<file path="src/rtl/tick_period_monitor_pkg.sv">
// Shared definitions for the tick delay/monitor family: FSM encodings,
// the 50 MHz millisecond prescaler default and a saturating increment helper.
package tick_period_monitor_pkg;

    typedef enum logic [1:0] {
        ST_IDLE = 2'd0,
        ST_RUN  = 2'd1,
        ST_LOST = 2'd2
    } state_t;

    localparam logic [15:0] T1MSVAL_DEFAULT = 16'd49999;

    function automatic logic [15:0] sat_inc16(input logic [15:0] value);
        return (value == 16'hFFFF) ? value : value + 16'd1;
    endfunction

endpackage

</file>
<file path="src/rtl/ms_strobe_gen.sv">
// Millisecond prescaler: pulses ms_stb once every T1MSVAL+1 clocks and
// restarts its count on a synchronous clear.
module ms_strobe_gen
    import tick_period_monitor_pkg::*;
#(
    parameter logic [15:0] T1MSVAL = T1MSVAL_DEFAULT
) (
    input  logic CLK,
    input  logic RST,
    input  logic clear,
    output logic ms_stb
);

    logic [15:0] pre_cnt;
    logic [15:0] pre_now;

    // The clearing cycle itself is prescaler step 0, so the downstream ms
    // count equals floor(clocks since the clear / (T1MSVAL+1)).
    always_comb begin
        pre_now = clear ? 16'd0 : pre_cnt;
    end

    assign ms_stb = (pre_now == T1MSVAL);

    always_ff @(posedge CLK or posedge RST) begin
        if (RST) begin
            pre_cnt <= 16'd0;
        end else if (ms_stb) begin
            pre_cnt <= 16'd0;
        end else begin
            pre_cnt <= pre_now + 16'd1;
        end
    end

endmodule

</file>
<file path="src/rtl/tick_period_monitor.sv">
// Health monitor for a periodic one-cycle tick: measures the interval between
// rising edges in whole ms, flags out-of-window periods, tick loss and lock.
module tick_period_monitor
    import tick_period_monitor_pkg::*;
#(
    parameter logic [15:0] T1MSVAL    = T1MSVAL_DEFAULT,
    parameter logic [15:0] N_MS       = 16'd100,
    parameter logic [15:0] TOL_MS     = 16'd2,
    parameter logic [15:0] TIMEOUT_MS = 16'd255,
    parameter logic [3:0]  LOCK_CNT   = 4'd4
) (
    input  logic        CLK,
    input  logic        RST,
    input  logic        tick_in,
    output logic [15:0] period_ms,
    output logic        period_valid,
    output logic        early_err,
    output logic        late_err,
    output logic        timeout,
    output logic        locked
);

    localparam logic [16:0] LOW_BOUND  = {1'b0, N_MS} - {1'b0, TOL_MS};
    localparam logic [16:0] HIGH_BOUND = {1'b0, N_MS} + {1'b0, TOL_MS};

    state_t      state;
    state_t      next_state;
    logic        tick_d;
    logic        tick_edge;
    logic        ms_stb;
    logic [15:0] ms_cnt;
    logic [3:0]  good_cnt;
    logic        measure;
    logic        enter_lost;
    logic        is_early;
    logic        is_late;

    always_ff @(posedge CLK or posedge RST) begin
        if (RST) begin
            tick_d <= 1'b0;
        end else begin
            tick_d <= tick_in;
        end
    end

    assign tick_edge = tick_in & ~tick_d;

    ms_strobe_gen #(
        .T1MSVAL (T1MSVAL)
    ) u_strobe (
        .CLK    (CLK),
        .RST    (RST),
        .clear  (tick_edge),
        .ms_stb (ms_stb)
    );

    // An edge wins over a coincident strobe, so that ms is never counted.
    always_ff @(posedge CLK or posedge RST) begin
        if (RST) begin
            ms_cnt <= 16'd0;
        end else if (tick_edge) begin
            ms_cnt <= 16'd0;
        end else if (ms_stb) begin
            ms_cnt <= sat_inc16(ms_cnt);
        end
    end

    always_ff @(posedge CLK or posedge RST) begin
        if (RST) begin
            state <= ST_IDLE;
        end else begin
            state <= next_state;
        end
    end

    always_comb begin
        next_state = state;
        case (state)
            ST_IDLE: if (tick_edge) next_state = ST_RUN;
            ST_RUN:  if (!tick_edge && (ms_cnt == TIMEOUT_MS)) next_state = ST_LOST;
            ST_LOST: if (tick_edge) next_state = ST_RUN;
            default: next_state = ST_IDLE;
        endcase
    end

    always_comb begin
        measure    = (state == ST_RUN) && tick_edge;
        enter_lost = (state == ST_RUN) && (next_state == ST_LOST);
        timeout    = (state == ST_LOST);
    end

    always_comb begin
        is_early = ({1'b0, ms_cnt} < LOW_BOUND);
        is_late  = ({1'b0, ms_cnt} > HIGH_BOUND);
    end

    always_ff @(posedge CLK or posedge RST) begin
        if (RST) begin
            period_ms    <= 16'd0;
            period_valid <= 1'b0;
            early_err    <= 1'b0;
            late_err     <= 1'b0;
        end else begin
            period_valid <= measure;
            early_err    <= measure && is_early;
            late_err     <= measure && is_late;
            if (measure) begin
                period_ms <= ms_cnt;
            end
        end
    end

    // Lock follows the good-period run one clock later than the count itself.
    always_ff @(posedge CLK or posedge RST) begin
        if (RST) begin
            good_cnt <= 4'd0;
            locked   <= 1'b0;
        end else begin
            locked <= (good_cnt >= LOCK_CNT);
            if (enter_lost || (measure && (is_early || is_late))) begin
                good_cnt <= 4'd0;
            end else if (measure && (good_cnt != 4'hF)) begin
                good_cnt <= good_cnt + 4'd1;
            end
        end
    end

endmodule

</file>
<file path="config.mk">
export PLATFORM = sky130hd
export DESIGN_NAME = tick_period_monitor
export DESIGN_NICKNAME = d
export VERILOG_FILES = /design/src/rtl/tick_period_monitor_pkg.sv /design/src/rtl/ms_strobe_gen.sv /design/src/rtl/tick_period_monitor.sv
export SDC_FILE = /design/constraint.sdc
export NUM_CORES = 1
export LEC_CHECK = 0
export BUFFER_PORTS_ARGS = -buffer_cell sky130_fd_sc_hd__buf_4
export CAP_MARGIN = 25
export CORE_MARGIN = 2
export CORE_UTILIZATION = 40
export DETAILED_ROUTE_END_ITERATION = 8
export GPL_TIMING_DRIVEN = 0
export PLACE_DENSITY = 0.56
export SYNTH_ARGS = -nofsm -noshare
export SYNTH_HDL_FRONTEND = slang
export SYNTH_SLANG_ARGS = --single-unit
</file>
<file path="constraint.sdc">
create_clock -name CLK -period 3.4 [get_ports CLK]
set_clock_uncertainty 0.2 [all_clocks]
set_input_delay 1.02 -clock CLK [delete_from_list [all_inputs] [get_ports CLK]]
set_output_delay 1.02 -clock CLK [all_outputs]
set_load 0.05 [all_outputs]
</file>
==> results.json, run 1 <==
{
  "die_width_um": 88.40,
  "drt_first_iter_violations": 91,
  "irDropWorstVdd_mv": 0.2690,
  "post-route-period-util_pct": 94.25,
  "vias": 2097,
  "clk_path_buf_depth": 2,
  "drc": 0,
  "synth_area_um2": 2849,
  "use_met2_pct": 23.58,
  "worstSetupPathType": "input port to flip-flop",
  "slew_viol_final": 0,
  "relSlewSlack_pct": 58.93,
  "worstPathRequired_ns": 3.46,
  "cp-end-kind": "flip-flop",
  "syn_area_per_cell_um2": 10.75,
  "maxCapViolations": 0,
  "nets": 307,
  "antenna_found_initial": 0,
  "grt_use_met3_pct": 4.851,
  "cp.arrival_ns": 3.27,
  "drtPass1Iterations": 4,
  "cts_num_sinks": 59,
  "final_core_util_pct": 50.37,
  "final_cell_mix": "dfrtp_1, nor2_1, buf_4",
  "clk_pin_slew_ns": 0.07,
  "ys_warn_count": 0,
  "p_leak_uw": 0.001541,
  "core_area_um2": 6832,
  "rows": 30,
  "portBuffers": 23,
  "grt_pass1_vias": 1958,
  "dpl_worst_slack_ns": -0.4732,
  "ys_ff_latch": 59,
  "synth_nets": 271,
  "outcome": "finished clean",
  "wl_per_cell_um": 14.57,
  "p_total_uw": 1655,
  "drt-total-wl_um": 5858,
  "hold_buffers": 0,
  "layout_commonest_cell": "dfrtp_1",
  "cts_htree_levels": 3,
  "fin_crit_ns": 3.204,
  "crit_path_start_kind": "input port",
  "rsz0062_at_grt": "false",
  "finalHoldViolations": 0,
  "finalSetupViolCount": 0,
  "fin_hold_ws_ns": 0.2460,
  "grt_use_met1_pct": 25.57,
  "grt_busiest_layer": "met1",
  "clock_latency_ns": 0.35,
  "die_h_um": 88.40,
  "dpl.hpwl_um": 4015,
  "ant_nets": 0,
  "tritoncts": "built",
  "syn_inst": 265,
  "grt_max_degree": 32,
  "vias_per_cell": 5.216,
  "power.density_nw_per_um2": 480.9,
  "ys_seq_area_share_pct": 51.82,
  "tightest_slew_ns": 0.6151,
  "dieArea_um2": 7814,
  "grt_usage_pct": 17.21,
  "grt_overflow": 0,
  "area_delta_synth_final_pct": 20.77,
  "gp_congestion": 0.7939,
  "final_layout_size_suffix_gt1_share_pct": 26.47,
  "setup_tns_ns": 0,
  "grt_pass1_wl_um": 10120,
  "synth_cell_types": 48,
  "fin_ws_ns": 0.1956,
  "crit_fanout": 10,
  "pin_count": 24,
  "clock.fmax_mhz": 312.1,
  "hold_path.class": "flip-flop to flip-flop",
  "numCtsBuffers": 9,
  "cts_root_buffer": "clkbuf_8",
  "antenna_cells": 0,
  "start_util_pct": 41.70
}
cell usage after synthesis, drive strengths merged:
library cell	instances	area, um2
xnor2	16	140.1
xor2	3	26.28
a311oi	1	8.760
clkbuf	8	30.03
o31a	1	8.760
o21a	1	7.510
o21ai	6	30.03
mux2i	2	20.02
a211oi	1	7.510
buf	3	15.01
dfrtp	59	1476
ha	3	37.54
a41o	1	10.01
o2111a	1	11.26
nor2	29	108.9
o211ai	1	7.510
or3b	1	8.760
a21bo	1	10.01
nor4b	4	47.55
or4	1	7.510
nand2	21	78.83
inv	1	3.750
and4bb	1	12.51
or2	3	18.77
or3	5	36.28
and2	5	31.28
nor2b	4	25.02
a21oi	13	65.06
and3	3	18.77
mux2	16	180.2
nand3	12	70.07
nor3	8	40.04
nand2b	3	18.77
a31oi	3	18.77
or4b	2	20.02
and4	2	18.77
nor4bb	1	10.01
and4b	1	10.01
nand4	8	56.30
nor4	10	96.35
worst paths after layout:
check	startpoint	end	slack, ns	cells after the start
worst max-delay path	tick_in	u_strobe.pre_cnt[12]$_DFF_PP0_	0.20	11
worst min-delay path	state[1]$_DFF_PP0_	state[0]$_DFF_PP0_	0.25	1
worst max register to register	tick_d$_DFF_PP0_	u_strobe.pre_cnt[12]$_DFF_PP0_	0.59	10
worst min register to register	state[1]$_DFF_PP0_	state[0]$_DFF_PP0_	0.25	1
max in group asynchronous	RST	u_strobe.pre_cnt[1]$_DFF_PP0_	1.86	3
min in group asynchronous	RST	early_err$_DFF_PP0_	0.55	2
state kept, by name, summed over array words and instances, names as in the netlist:
signal	flops
early_err	1
good_cnt	4
late_err	1
locked	1
ms_cnt	16
period_ms	16
period_valid	1
state	2
tick_d	1
u_strobe.pre_cnt	16
through the flow:
stage / cells / instance area [um2]
final: 402 / 3441
after global routing: 402 / 3441
after CTS: 401 / 3430
after detailed placement: 385 / 3164
after global placement: 384 / 3144
after floorplan: 265 / 2851
routing by layer:
layer / share of wire, % / vias to the layer above
met4: 1.7 / 0
met5: 0 / -
met2: 43 / 44
li1: - / 1029
met3: 5.1 / 10
met1: 51 / 1014
cell families after synthesis:
logic type | after synthesis | share of synthesized area, %
simple gates | 124 | 25.78
mux | 18 | 7.027
compound gates | 30 | 6.500
buf+inv | 12 | 1.713
xor+xnor | 19 | 5.841
fa+ha+maj | 3 | 1.318
flops | 59 | 51.82
repair_timing:
| action | in CTS | in global routing |
|---|---|---|
| resized for setup | 4 | 3 |
| setup endpoints to repair | 16 | 4 |
| pin swaps | 0 | 1 |
| buffers inserted | 0 | 1 |
worst max-delay path, cell delays in order:
cell,delay (ns)
buf_4,0.12
nand2b_1,0.10
buf_4,0.20
buf_6,0.16
and2_1,0.15
ha_1,0.18
and3_2,0.26
and2_1,0.20
nand4_1,0.20
or4b_1,0.55
a21oi_1,0.13
final cells by class:
type | count | area [um2]
Clock buffer | 10 | 137.6
Timing Repair Buffer | 25 | 200.2
Buffer | 11 | 56.30
Tap cell | 96 | 120.1
Sequential cell | 59 | 1476
Fill cell | 613 | 3391
Clock inverter | 6 | 112.6
Multi-Input combinational cell | 194 | 1334
Inverter | 1 | 3.754
power by group:
group	switching (uW)	internal (uW)	total (uW)
sequential	18.8	730	749
clock	289	508	796
combinational	66.1	43.9	110
total	374	1280	1650
(Power assumes the default switching activity.)
==> run 2: changes to the inputs <==
--- a/config.mk
+++ b/config.mk
@@ -8,10 +8,10 @@
 export BUFFER_PORTS_ARGS = -buffer_cell sky130_fd_sc_hd__buf_4
 export CAP_MARGIN = 25
 export CORE_MARGIN = 2
-export CORE_UTILIZATION = 40
+export CORE_UTILIZATION = 59
 export DETAILED_ROUTE_END_ITERATION = 8
 export GPL_TIMING_DRIVEN = 0
-export PLACE_DENSITY = 0.56
+export PLACE_DENSITY = 0.78
 export SYNTH_ARGS = -nofsm -noshare
 export SYNTH_HDL_FRONTEND = slang
 export SYNTH_SLANG_ARGS = --single-unit
==> results.json, run 2 (synthesized netlist as in run 1, its figures left out) <==
{
  "outcome": "finished clean",
  "hold_path.class": "flip-flop to flip-flop",
  "grt_max_degree": 43,
  "cts_num_sinks": 59,
  "stdcell_area_um2": 3348,
  "grt_pass1_wl_um": 9611,
  "finalSetupViolCount": 0,
  "dpl.hpwl_um": 3978,
  "p_total_uw": 1525,
  "area_delta_synth_final_pct": 17.52,
  "antenna_found_initial": 0,
  "grt_pass1_vias": 2055,
  "placed_cell_area_um2": 3112,
  "drc": 0,
  "layout_commonest_cell": "dfrtp_1",
  "rows": 25,
  "portBuffers": 23,
  "nets": 308,
  "clock_latency_ns": 0.34,
  "cts_root_buffer": "clkbuf_8",
  "numCtsBuffers": 9,
  "clk_path_buf_depth": 2,
  "setup_tns_ns": 0,
  "worstPathRequired_ns": 3.47,
  "fin_crit_ns": 3.236,
  "gp_congestion": 0.8123,
  "crit_fanout": 10,
  "grt_usage_pct": 24.03,
  "relSlewSlack_pct": 59.29,
  "drt-total-wl_um": 5923,
  "pin_count": 24,
  "vias": 2136,
  "start_util_pct": 60.72,
  "die_h_um": 73.49,
  "rsz0062_at_grt": "false",
  "grt_overflow": 0,
  "vias_per_cell": 5.917,
  "dieArea_um2": 5401,
  "ant_nets": 0,
  "maxCapViolations": 0,
  "final_cell_mix": "dfrtp_1, nor2_1, buf_4",
  "clock.fmax_mhz": 309.0,
  "drt_first_iter_violations": 154,
  "cp.arrival_ns": 3.30,
  "clk_pin_slew_ns": 0.06,
  "fin_ws_ns": 0.1641,
  "hold_buffers": 0,
  "cp-end-kind": "flip-flop",
  "die_width_um": 73.49,
  "finalHoldViolations": 0,
  "wl_per_cell_um": 16.41,
  "slew_viol_final": 0,
  "top_regs": "ms_cnt (16), period_ms (16), u_strobe.pre_cnt (16)",
  "worstSetupPathType": "input port to flip-flop",
  "dp.cells": 343,
  "drtPass1Iterations": 4,
  "p_leak_uw": 0.001521,
  "dpl_worst_slack_ns": -0.4929,
  "tightest_slew_ns": 0.6025,
  "core_area_um2": 4692,
  "crit_path_start_kind": "input port",
  "cts_htree_levels": 3,
  "post-route-period-util_pct": 95.17,
  "irDropWorstVdd_mv": 0.2595,
  "final_layout_size_suffix_gt1_share_pct": 25.73,
  "tritoncts": "built",
  "finalNonFillerCells": 361,
  "power.density_nw_per_um2": 455.5,
  "antenna_cells": 0
}
-- run 2: through the flow --
step | hold slack (ns) | util [%]
after detailed placement | 0.2488 | 66.32
after floorplan | 0.2236 | -
after global routing | 0.2764 | 71.36
after global placement | 0.2287 | 65.89
final | 0.2627 | 71.36
after CTS | 0.2551 | 70.99
-- run 2: final timing paths --
path	depth (start not counted)	to	start	slack [ns]
worst max-delay path	12	u_strobe.pre_cnt[14]$_DFF_PP0_	tick_in	0.16
worst min-delay path	1	state[0]$_DFF_PP0_	state[1]$_DFF_PP0_	0.26
worst max register to register	11	u_strobe.pre_cnt[14]$_DFF_PP0_	tick_d$_DFF_PP0_	0.59
worst min register to register	1	state[0]$_DFF_PP0_	state[1]$_DFF_PP0_	0.26
max in group asynchronous	3	ms_cnt[11]$_DFFE_PP0P_	RST	1.97
min in group asynchronous	2	u_strobe.pre_cnt[7]$_DFF_PP0_	RST	0.48
-- run 2: where the power goes --
part	switching [uW]	leakage [uW]	internal, uW	total [uW]
sequential	20.6	0.000806	730	751
combinational	68.7	0.000612	43.9	113
clock	262	0.000104	400	661
-- run 2: critical path, stage by stage --
cell,delay [ns]
buf_4,0.12
nand2b_1,0.10
clkbuf_4,0.21
buf_4,0.20
and2_1,0.17
ha_1,0.18
and3_2,0.26
and2_1,0.21
nand4_1,0.17
buf_4,0.19
or3_1,0.34
a21oi_1,0.14
-- run 2: area by class of cell --
cell class	count	area, um2
Timing Repair Buffer	26	207.7
Sequential cell	59	1476
Inverter	1	3.754
Multi-Input combinational cell	194	1334
Fill cell	329	1344
Buffer	11	52.55
Clock inverter	1	30.03
Tap cell	54	67.56
Clock buffer	15	176.4
-- run 2: repair_timing --
action                     CTS  global route
buffers inserted             0             2
resized for setup            3             3
pin swaps                    0             1
setup endpoints to repair   10            11
-- run 2: per-layer routing --
layer  up-vias  part of all wire [%]  global-route usage (%)
met1      1034                    43                   30.08
met4         0                   1.5                   10.71
li1       1032                     -                       -
met5         -                     0                       0
met2        57                    51                   38.10
met3        13                   4.9                   7.682
